`config.mk`:
```
export PLATFORM = sky130hd
export DESIGN_NAME = pcileech_ft601_peer
export DESIGN_NICKNAME = d
export VERILOG_FILES = /design/src/rtl/pcileech_ft601_peer_pkg.sv /design/src/rtl/pcileech_ft601_peer_fifo.sv /design/src/rtl/pcileech_ft601_peer.sv
export SDC_FILE = /design/constraint.sdc
export NUM_CORES = 2
export LEC_CHECK = 0
export ABC_AREA = 1
export CORE_ASPECT_RATIO = 0.7
export CORE_MARGIN = 2
export CORE_UTILIZATION = 26
export DETAILED_ROUTE_END_ITERATION = 6
export PLACE_DENSITY = 0.37
export SLEW_MARGIN = 40
export SYNTH_ARGS = -nofsm -noshare
export SYNTH_HDL_FRONTEND = slang
export SYNTH_MEMORY_MAX_BITS = 65536
export SYNTH_SLANG_ARGS = --single-unit
```
`constraint.sdc`:
```
create_clock -name clk -period 6.8 [get_ports clk]
set_input_delay 1.36 -clock clk [delete_from_list [all_inputs] [get_ports clk]]
set_output_delay 1.36 -clock clk [all_outputs]
set_load 0.1 [all_outputs]
```
`src/rtl/pcileech_ft601_peer_pkg.sv`:
```
// Shared types for the FT601 peer model: pacing FSM states and err_flags bit positions.
package pcileech_ft601_peer_pkg;

    typedef enum logic [1:0] {RX_IDLE, RX_BURST, RX_GAP} rx_state_t;
    typedef enum logic [1:0] {TX_IDLE, TX_BURST, TX_GAP} tx_state_t;

    localparam int ERR_RD_NOT_READY = 0;
    localparam int ERR_WR_NOT_READY = 1;
    localparam int ERR_WR_OE        = 2;
    localparam int ERR_WR_DROP      = 3;

endpackage

```
`src/rtl/pcileech_ft601_peer_fifo.sv`:
```
// Sync FIFO with show-ahead head (0 when empty), count, full/empty.
// Head is visible the cycle after a push; a push while full is taken only if a pop frees the slot.
module pcileech_ft601_peer_fifo #(
    parameter int WIDTH      = 32,
    parameter int DEPTH_LOG2 = 6
) (
    input  logic                  clk,
    input  logic                  rst_n,
    input  logic                  push,
    input  logic [WIDTH-1:0]      push_data,
    input  logic                  pop,
    output logic [WIDTH-1:0]      head,
    output logic [DEPTH_LOG2:0]   count,
    output logic                  full,
    output logic                  empty
);
    localparam int CW      = DEPTH_LOG2 + 1;
    localparam int DEPTH_N = 1 << DEPTH_LOG2;
    localparam logic [CW-1:0] DEPTH = CW'(DEPTH_N);

    logic [WIDTH-1:0]      mem [DEPTH_N];
    logic [DEPTH_LOG2-1:0] wr_ptr;
    logic [DEPTH_LOG2-1:0] rd_ptr;
    logic                  do_push;
    logic                  do_pop;

    assign empty   = (count == '0);
    assign full    = (count == DEPTH);
    assign do_pop  = pop & ~empty;
    assign do_push = push & (~full | do_pop);
    assign head    = empty ? '0 : mem[rd_ptr];

    always_ff @(posedge clk) begin
        if (do_push) mem[wr_ptr] <= push_data;
    end

    always_ff @(posedge clk or negedge rst_n) begin
        if (!rst_n) begin
            wr_ptr <= '0;
            rd_ptr <= '0;
            count  <= '0;
        end else begin
            if (do_push) wr_ptr <= wr_ptr + DEPTH_LOG2'(1);
            if (do_pop)  rd_ptr <= rd_ptr + DEPTH_LOG2'(1);
            count <= count + CW'(do_push) - CW'(do_pop);
        end
    end

endmodule

```
`src/rtl/pcileech_ft601_peer.sv`:
```
// FT601 chip-side model of the 245 sync FIFO bus, buffering host streams to/from the FPGA.
// rxf_n/txe_n are paced into bursts with gaps; host_tx_ready drops when RX is full, FPGA writes beyond TX capacity are dropped.
module pcileech_ft601_peer
    import pcileech_ft601_peer_pkg::*;
#(
    parameter int RX_DEPTH_LOG2 = 6,
    parameter int TX_DEPTH_LOG2 = 6,
    parameter int BURST_WORDS   = 1024,
    parameter int GAP_CYCLES    = 4,
    parameter int TXE_MARGIN    = 4
) (
    input  logic        clk,
    input  logic        rst_n,
    input  logic [31:0] host_tx_data,
    input  logic        host_tx_valid,
    output logic        host_tx_ready,
    output logic [31:0] host_rx_data,
    output logic [3:0]  host_rx_be,
    output logic        host_rx_valid,
    input  logic        host_rx_ready,
    output logic [31:0] ft601_data_o,
    input  logic [31:0] ft601_data_i,
    input  logic [3:0]  ft601_be_i,
    output logic        ft601_rxf_n,
    output logic        ft601_txe_n,
    input  logic        ft601_rd_n,
    input  logic        ft601_oe_n,
    input  logic        ft601_wr_n,
    input  logic        ft601_siwu_n,
    output logic [3:0]  err_flags
);
    localparam int RXC = RX_DEPTH_LOG2 + 1;
    localparam int TXC = TX_DEPTH_LOG2 + 1;
    localparam int BW  = $clog2(BURST_WORDS) + 1;
    localparam int GW  = $clog2(GAP_CYCLES) + 1;
    localparam logic [BW-1:0]  BURST_LIMIT = BW'(BURST_WORDS);
    localparam logic [GW-1:0]  GAP_LAST    = GW'(GAP_CYCLES - 1);
    localparam logic [TXC-1:0] TX_DEPTH    = TXC'(1 << TX_DEPTH_LOG2);
    localparam logic [TXC-1:0] MARGIN      = TXC'(TXE_MARGIN);

    logic [31:0]    rx_head;
    logic [RXC-1:0] rx_count;
    logic [RXC-1:0] rx_count_nxt;
    logic           rx_full, rx_empty, rx_push, rx_pop, rx_avail;
    rx_state_t      rx_state;
    logic [BW-1:0]  rx_burst_cnt;
    logic [GW-1:0]  rx_gap_cnt;

    logic [35:0]    tx_head;
    logic [TXC-1:0] tx_count, tx_count_nxt, tx_free, tx_free_nxt;
    logic           tx_full, tx_empty, tx_push, tx_pop, tx_wr, tx_vld_q;
    tx_state_t      tx_state;
    logic [BW-1:0]  tx_burst_cnt;
    logic [GW-1:0]  tx_gap_cnt;

    logic           ready_en, oe_q;
    logic [3:0]     err_new;
    logic           unused_siwu;

    assign unused_siwu = ft601_siwu_n;

    assign host_tx_ready = ready_en & ~rx_full;
    assign rx_push       = host_tx_valid & host_tx_ready;
    assign rx_pop        = ~ft601_rd_n & ~ft601_oe_n & ~ft601_rxf_n & ~rx_empty;
    assign rx_count_nxt  = rx_count + RXC'(rx_push) - RXC'(rx_pop);
    assign ft601_data_o  = oe_q ? rx_head : '0;

    assign tx_pop        = host_rx_valid & host_rx_ready;
    assign tx_push       = ~ft601_wr_n & (~tx_full | tx_pop);
    assign tx_wr         = ~ft601_wr_n & ~ft601_txe_n;
    assign tx_count_nxt  = tx_count + TXC'(tx_push) - TXC'(tx_pop);
    assign tx_free       = TX_DEPTH - tx_count;
    assign tx_free_nxt   = TX_DEPTH - tx_count_nxt;
    assign host_rx_valid = tx_vld_q & ~tx_empty;
    assign host_rx_data  = tx_head[31:0];
    assign host_rx_be    = tx_head[35:32];

    pcileech_ft601_peer_fifo #(.WIDTH(32), .DEPTH_LOG2(RX_DEPTH_LOG2)) u_rx_fifo (
        .clk       (clk),
        .rst_n     (rst_n),
        .push      (rx_push),
        .push_data (host_tx_data),
        .pop       (rx_pop),
        .head      (rx_head),
        .count     (rx_count),
        .full      (rx_full),
        .empty     (rx_empty)
    );

    pcileech_ft601_peer_fifo #(.WIDTH(36), .DEPTH_LOG2(TX_DEPTH_LOG2)) u_tx_fifo (
        .clk       (clk),
        .rst_n     (rst_n),
        .push      (tx_push),
        .push_data ({ft601_be_i, ft601_data_i}),
        .pop       (tx_pop),
        .head      (tx_head),
        .count     (tx_count),
        .full      (tx_full),
        .empty     (tx_empty)
    );

    always_comb begin
        err_new                   = '0;
        err_new[ERR_RD_NOT_READY] = ~ft601_rd_n & ft601_rxf_n;
        err_new[ERR_WR_NOT_READY] = ~ft601_wr_n & ft601_txe_n;
        err_new[ERR_WR_OE]        = ~ft601_wr_n & ~ft601_oe_n;
        err_new[ERR_WR_DROP]      = ~ft601_wr_n & tx_full & ~tx_pop;
    end

    // rx_avail and tx_vld_q add the one-cycle delay seen by the FPGA and host on fresh data
    always_ff @(posedge clk or negedge rst_n) begin
        if (!rst_n) begin
            ready_en  <= 1'b0;
            oe_q      <= 1'b0;
            rx_avail  <= 1'b0;
            tx_vld_q  <= 1'b0;
            err_flags <= '0;
        end else begin
            ready_en  <= 1'b1;
            oe_q      <= ~ft601_oe_n;
            rx_avail  <= ~rx_empty;
            tx_vld_q  <= ~tx_empty;
            err_flags <= err_flags | err_new;
        end
    end

    // Gap counter starts at 1 so the flag stays high GAP_CYCLES cycles in total, IDLE included.
    always_ff @(posedge clk or negedge rst_n) begin
        if (!rst_n) begin
            rx_state     <= RX_IDLE;
            ft601_rxf_n  <= 1'b1;
            rx_burst_cnt <= '0;
            rx_gap_cnt   <= '0;
        end else begin
            case (rx_state)
                RX_IDLE: begin
                    if (rx_avail) begin
                        rx_state     <= RX_BURST;
                        ft601_rxf_n  <= 1'b0;
                        rx_burst_cnt <= '0;
                    end
                end
                RX_BURST: begin
                    if (rx_pop) rx_burst_cnt <= rx_burst_cnt + BW'(1);
                    if (rx_count_nxt == '0 ||
                        (rx_pop && (rx_burst_cnt + BW'(1) == BURST_LIMIT))) begin
                        rx_state    <= RX_GAP;
                        ft601_rxf_n <= 1'b1;
                        rx_gap_cnt  <= GW'(1);
                    end
                end
                RX_GAP: begin
                    if (rx_gap_cnt >= GAP_LAST) rx_state <= RX_IDLE;
                    else                        rx_gap_cnt <= rx_gap_cnt + GW'(1);
                end
                default: rx_state <= RX_IDLE;
            endcase
        end
    end

    always_ff @(posedge clk or negedge rst_n) begin
        if (!rst_n) begin
            tx_state     <= TX_IDLE;
            ft601_txe_n  <= 1'b1;
            tx_burst_cnt <= '0;
            tx_gap_cnt   <= '0;
        end else begin
            case (tx_state)
                TX_IDLE: begin
                    if (tx_free > MARGIN) begin
                        tx_state     <= TX_BURST;
                        ft601_txe_n  <= 1'b0;
                        tx_burst_cnt <= '0;
                    end
                end
                TX_BURST: begin
                    if (tx_wr) tx_burst_cnt <= tx_burst_cnt + BW'(1);
                    if (tx_free_nxt <= MARGIN ||
                        (tx_wr && (tx_burst_cnt + BW'(1) == BURST_LIMIT))) begin
                        tx_state    <= TX_GAP;
                        ft601_txe_n <= 1'b1;
                        tx_gap_cnt  <= GW'(1);
                    end
                end
                TX_GAP: begin
                    if (tx_gap_cnt >= GAP_LAST) tx_state <= TX_IDLE;
                    else                        tx_gap_cnt <= tx_gap_cnt + GW'(1);
                end
                default: tx_state <= TX_IDLE;
            endcase
        end
    end

endmodule

```
# Word-level counts from Yosys, hierarchy flattened
# Memory sizes are Yosys's and may differ from the RTL's.
# Index checks and enable logic that the tools add are counted.
dict set report classes {
  add_sub_neg 18
  multipliers 0
  div_mod_pow 0
  n_lt_le_gt_ge 4
  eq_ne 18
  shifts 0
  muxes 33
  n_bitwise 32
  n_reduce_logical 21
}
# operator count
set op_table {}
lappend op_table {{$mux W32} 2}
lappend op_table {{$mux W11} 4}
lappend op_table {{$pmux W11 S2} 2}
lappend op_table {{$mux W36} 1}
lappend op_table {{$add A7 B1 Y7} 4}
lappend op_table {{$sub A7 B1 Y7} 4}
lappend op_table {{$add A6 B1 Y6 const B} 4}
lappend op_table {{$reduce_and A3 Y1} 8}
lappend op_table {{$add A11 B1 Y11 const B} 2}
lappend op_table {{$eq A11 B11 Y1 const B} 2}
lappend op_table {{$logic_not A7 Y1} 3}
lappend op_table {{$ne A2 B2 Y1 const B} 10}
lappend op_table {{$and A1 B1 Y1} 18}
lappend op_table {{$eq A7 B7 Y1 const B} 2}
lappend op_table {{$sub A7 B7 Y7 const A} 2}
lappend op_table {{$mux W2} 6}
lappend op_table {{$mux W3} 4}
lappend op_table {{$pmux W2 S3} 2}
lappend op_table {{$pmux W3 S2} 2}
lappend op_table {{$not A1 Y1} 10}
lappend op_table {{$mux W1} 8}
lappend op_table {{$reduce_bool A2 Y1} 4}
lappend op_table {{$gt A7 B3 Y1 const B} 1}
lappend op_table {{$le A7 B3 Y1 const B} 1}
lappend op_table {{10 further kinds} 20}
dict set report word_totals {
  regBits 80
  latchBits 0
  mem_bits_rw 4352
  mem_bits_ro 0
  inputBits 76
  out_inout_bits 76
  wordCells 147
  mem_count 2
}
# name depth word_bits rd rd_ports_with_merged_regs wr line
set mem_list {}
lappend mem_list {u_tx_fifo.mem 64 36 1 0 1 pcileech_ft601_peer_fifo.sv:21} ;# logic [WIDTH-1:0] mem [DEPTH_N];
lappend mem_list {u_rx_fifo.mem 64 32 1 0 1 pcileech_ft601_peer_fifo.sv:21}

# Depth between registers and ports, before layout
dict set report logic_depth {
  depth_word 13
  depth_mapped 24
  depth_no_buf 23
}

# Modules after synthesis
# From an unflattened synthesis, not the netlist that was laid out.
dict set report hier_totals {
  cells_unflattened 16919
  area_unflattened_um2 185307.7
}
# mod n_inst cells_each area_per_inst_um2 seq_area_each_um2
set by_module_without_submodules {}
lappend by_module_without_submodules {{pcileech_ft601_peer_fifo (u_tx_fifo)} 1 8694 96169.7 69661.8}
lappend by_module_without_submodules {{pcileech_ft601_peer_fifo (u_rx_fifo)} 1 7746 85864.9 61974.4}
lappend by_module_without_submodules {pcileech_ft601_peer 1 479 3273.1 1053.5}

# Worst setup path before layout
# No wires, ideal clock.
dict set report synth_path {
  path_kind {register to register}
  startpoint {register u_rx_fifo.count[2]}
  endpoint {memory u_rx_fifo.mem[94][0] (netlist: u_rx_fifo.mem[47][0]), enable pin}
  setup_ns 0.501
  arrival_ns 5.105
  t_required_ns 6.299
  slack_ns 1.194
  path_stages_with_launch 13
  n_path_buf 1
  period_less_slack_ns 5.606
  path_cell_list {dfrtp_1 -> inv_1 -> ha_1 -> nand3_1 -> inv_1 -> nand3_1 -> nand2_1 -> inv_1 -> nand2_1 -> inv_1 -> nand4_1 -> clkbuf_1 -> nor4_1}
}
dict set report synth_between {
  word_cells_on_any_way 12
  cone_classes {eq/ne: 1; mux: 2; bitwise: 8; reduce/logical: 1}
}
# item line
set synth_lines {}
lappend synth_lines {{from (decl)} pcileech_ft601_peer_fifo.sv:13} ;# output logic [DEPTH_LOG2:0] count,
lappend synth_lines {{from (signal assigned)} pcileech_ft601_peer_fifo.sv:45} ;# count <= count + CW'(do_push) - CW'(do_pop);
lappend synth_lines {{$eq A7 B7 Y1} pcileech_ft601_peer_fifo.sv:28} ;# assign full = (count == DEPTH);
lappend synth_lines {{$not A1 Y1} pcileech_ft601_peer.sv:62} ;# assign host_tx_ready = ready_en & ~rx_full;
lappend synth_lines {{$and A1 B1 Y1} pcileech_ft601_peer.sv:62}
lappend synth_lines {{named net host_tx_ready} pcileech_ft601_peer.sv:16} ;# output logic host_tx_ready,
lappend synth_lines {{$and A1 B1 Y1} pcileech_ft601_peer.sv:63} ;# assign rx_push = host_tx_valid & host_tx_ready;
lappend synth_lines {{$and A1 B1 Y1} pcileech_ft601_peer_fifo.sv:30} ;# assign do_push = push & (~full | do_pop);
lappend synth_lines {{$mux W1} pcileech_ft601_peer_fifo.sv:34} ;# if (do_push) mem[wr_ptr] <= push_data;
lappend synth_lines {{$mux W1 (implied by the code)} pcileech_ft601_peer_fifo.sv:34}
lappend synth_lines {{to (decl)} pcileech_ft601_peer_fifo.sv:21}
# The timed path passes the listed nets, and every way through them passes these cells.

# Worst setup path after layout
dict set report layout_path {
  startpoint {register u_tx_fifo.rd_ptr[0]}
  endpoint {output port host_rx_data[24]}
}
dict set report layout_between {
  elab_chain_cells 2
}
# item line
set layout_rtl {}
lappend layout_rtl {{from (decl)} pcileech_ft601_peer_fifo.sv:23} ;# logic [DEPTH_LOG2-1:0] rd_ptr;
lappend layout_rtl {{from (signal assigned)} pcileech_ft601_peer_fifo.sv:44} ;# if (do_pop) rd_ptr <= rd_ptr + DEPTH_LOG2'(1);
lappend layout_rtl {{$mem_v2 Z64 W36} n/a}
lappend layout_rtl {{$mux W36} pcileech_ft601_peer_fifo.sv:31} ;# assign head = empty ? '0 : mem[rd_ptr];
lappend layout_rtl {{to (decl)} pcileech_ft601_peer.sv:17} ;# output logic [31:0] host_rx_data,
# No other way between the ends.

==> metrics.txt <==
status finished clean; CTS tree done; Seq cells post-synth about 4400; DR WL/cell roughly 26 um; setup TNS 0 ns; Final setup violation count 0; Area contributors post-synth edfxtp_1, nor2_1, o21ai_0; clock sink count 4432; TritonCTS Buffers roughly 480; number of distinct standard cells referenced by the synthesized netlist 41; root buffer cell clkbuf_16; die width slightly below 1 mm; clock skew approximately 0.085 ns; cell taking the most area after synthesis edfxtp_1; Final Max Tran Viols 0; sequential share of the synthesized area about three quarters; Syn-to-layout area delta 17.21%; net switching power roughly 37 mW; clk_lat worst skew 1.08 ns; Worst-Margin Slew a little over 1 ns; number of synthesized flops with an enable pin ~4400; worst vdd ir approximately 0.00035 V; combinational power share 37.9%; Yosys top cell area share between 70% and 80%; Crit Path Category reg2out; Synth Cell Area 176900 um2; nets roughly 14000; Mapped Nets approximately 14000; syn avg cell area about 13 um2; most used flip-flop cell after synthesis edfxtp_1; Crit path required time between 5 and 6 ns; Reg clk slew, reported paths 0.06 ns; core footprint 678100 um2; part of the power in registers 34.6%; standard-cell rows about 250; Switching Fraction roughly 41%; GP Congestion between 0.7 and 0.8; cells along the critical path inv_8 > buf_12 > buf_12 > nor2_1 > o211ai_1 > nand3_1 > nand3_1 > nand3_1 > a21oi_1 > buf_12; leakage power between 60 and 70 nW; vias in the first global route ~110k; Max FO, Critical Path between 80 and 90; DRT antenna net count 0; Worst setup SP type flip-flop; hpwl dp roughly 340 mm; Post-Syn Instances ~14000; Max-cap violations 0; Clock power frac between 20 and 30%; delay-heaviest family, CP buffers and inverters; Post-CTS Resized 0; Fin. Hold Viols 0; clk buf depth 4; P_int between 50 and 60 mW; delay of the slowest critical-path stage around 0.76 ns; initial antenna violation count 39; asr flop ratio synth under 10%; RSZ-0062 raised after global routing no; post-layout util 30.59%; slowest cell on the critical path a21oi_1; Tmin final about 6.4 ns; I/O Pins ~150; Iteration-0 DRC Markers around 10000; Pre-Repair DR Iteration Count 5; Post CTS Setup Buffer Count 0; commonest non-fill, non-tap cell in the layout edfxtp_1; pin count of the biggest net entering global routing ~160; first-pass GRT wire length around 850 mm; Crit path arrival time approximately 5.1 ns; htree depth 5; vias per cell roughly 4.8; DRC Markers 0; Crit path buffers/inverters 4; Hold WC Path Type in2async; number of fillers in the final layout about 69000; Final Cycle Share 94.82%; Crit. End Element output pin; Slew headroom between 30% and 40%; hold_buf cts 0; Initial Util between 20% and 30%; Die ar. slightly below 700000 um2; drt total wl just over 600 mm; GRT Residual Overflow 0; Power Dens Cells about 440 nW/um2; buffers added on ports 150; total number of vias about 110k; Die Ht slightly below 700 um; commonest non-fill, non-tap cells in the layout edfxtp_1, nor2_1, o21ai_0; share of cells above drive strength 1 10.55%; total track usage 16.94%; fmax about 0.16 GHz; Yosys Warn Count 0
==> through the flow <==
step | setup slack, ns | total power, mW | hold WS [ns] | cell area (um2) | instances
global placement | 1.398 | 67.17 | 0.4426 | 192000 | 22680
floorplan | 1.194 | 52.10 | 0.4635 | 176900 | 13930
finish | 0.3520 | 91.10 | 0.3057 | 207400 | 23620
CTS | 0.2392 | 92.37 | 0.2311 | 207100 | 23590
detailed placement | 1.386 | 67.08 | 0.4394 | 192400 | 22700
global route | 0.1868 | 95.99 | 0.2724 | 207400 | 23600
==> path summary, 6_finish.rpt <==
check / start / to / slack [ns] / depth (start not counted)
setup reg to reg: u_tx_fifo.count[3]$_DFF_PN0_ / u_tx_fifo.mem[53][29]$_DFFE_PP_ / 1.90 / 12
max in group asynchronous: rst_n / u_rx_fifo.rd_ptr[1]$_DFFE_PN0P_ / 5.48 / 2
setup / recovery: u_tx_fifo.rd_ptr[0]$_DFFE_PN0P_ / host_rx_data[24] / 0.35 / 10
min in group clk: err_flags[1]$_DFF_PN0_ / err_flags[1]$_DFF_PN0_ / 0.45 / 1
hold / removal: rst_n / tx_gap_cnt[0]$_DFFE_PN0P_ / 0.31 / 1
hold reg to reg: err_flags[1]$_DFF_PN0_ / err_flags[1]$_DFF_PN0_ / 0.45 / 1
==> synth_stat cells, types with 6 or more instances <==
master	n
a21oi_1	350
buf_1	104
buf_2	221
buf_4	46
buf_6	34
clkbuf_1	517
dfrtp_1	78
edfxtp_1	4352
ha_1	39
inv_1	177
inv_2	9
nand2_1	816
nand3_1	791
nand4_1	17
nand4_2	7
nor2_1	3148
nor3_1	6
o211ai_1	546
o21ai_0	2081
o21ai_1	219
o22ai_1	215
or2_2	83
xor2_1	33
==> state kept, by name, summed over array words and instances, names as in the netlist <==
name,cells
u_rx_fifo.rd_ptr,6
u_tx_fifo.wr_ptr,6
tx_gap_cnt,3
rx_burst_cnt,11
u_tx_fifo.count,7
rx_state,2
tx_burst_cnt,11
rx_avail,1
ft601_txe_n,1
u_rx_fifo.mem,2048
rx_gap_cnt,3
u_tx_fifo.mem,2304
u_tx_fifo.rd_ptr,6
err_flags,4
ready_en,1
u_rx_fifo.count,7
u_rx_fifo.wr_ptr,6
oe_q,1
tx_vld_q,1
ft601_rxf_n,1
tx_state,2
==> routing by layer <==
metal | up-vias | share of wire, % | track usage [%]
met1 | 57900 | 53 | 27.73
met4 | 4 | 1.8 | 3.086
li1 | 51300 | - | -
met3 | 663 | 4.3 | 1.875
met2 | 2325 | 41 | 23.87
met5 | - | 0.0045 | 0
==> power by group through the flow <==
stage	Clock [mW]	Combinational [mW]	Sequential [mW]
finish	25.1	34.5	31.5
global route	26.8	37.7	31.6
CTS	25.8	35.1	31.5
detailed placement	0	35.0	32.1
global placement	0	35.1	32.1
floorplan	0	20.4	31.7
==> cells by family after synthesis <==
kind of cell	after synthesis	synth area share [%]
xor gates and xnor gates	37	0.1831
buffers and inverters	1117	2.780
AOI/OAI and AO/OA	3422	10.62
and+or+nand+nor	4876	11.10
other	1	0.002119
adders and majority gates	43	0.3210
DFF	4432	74.99
==> cell type report <==
class                   instances  area (um2)  share of cell area, %
multi-input cells            8379       40350                  19.46
clock buffers                 636       13030                  6.283
well taps                    9052       11330                  5.461
diodes                         13       32.53                0.01569
inverters                     189       784.5                 0.3783
repair buffers                659        7513                  3.623
clock inverters               256        1625                 0.7837
flip-flops and latches       4432      132700                  64.00
No activity file was read; power rests on OpenSTA's default activity.
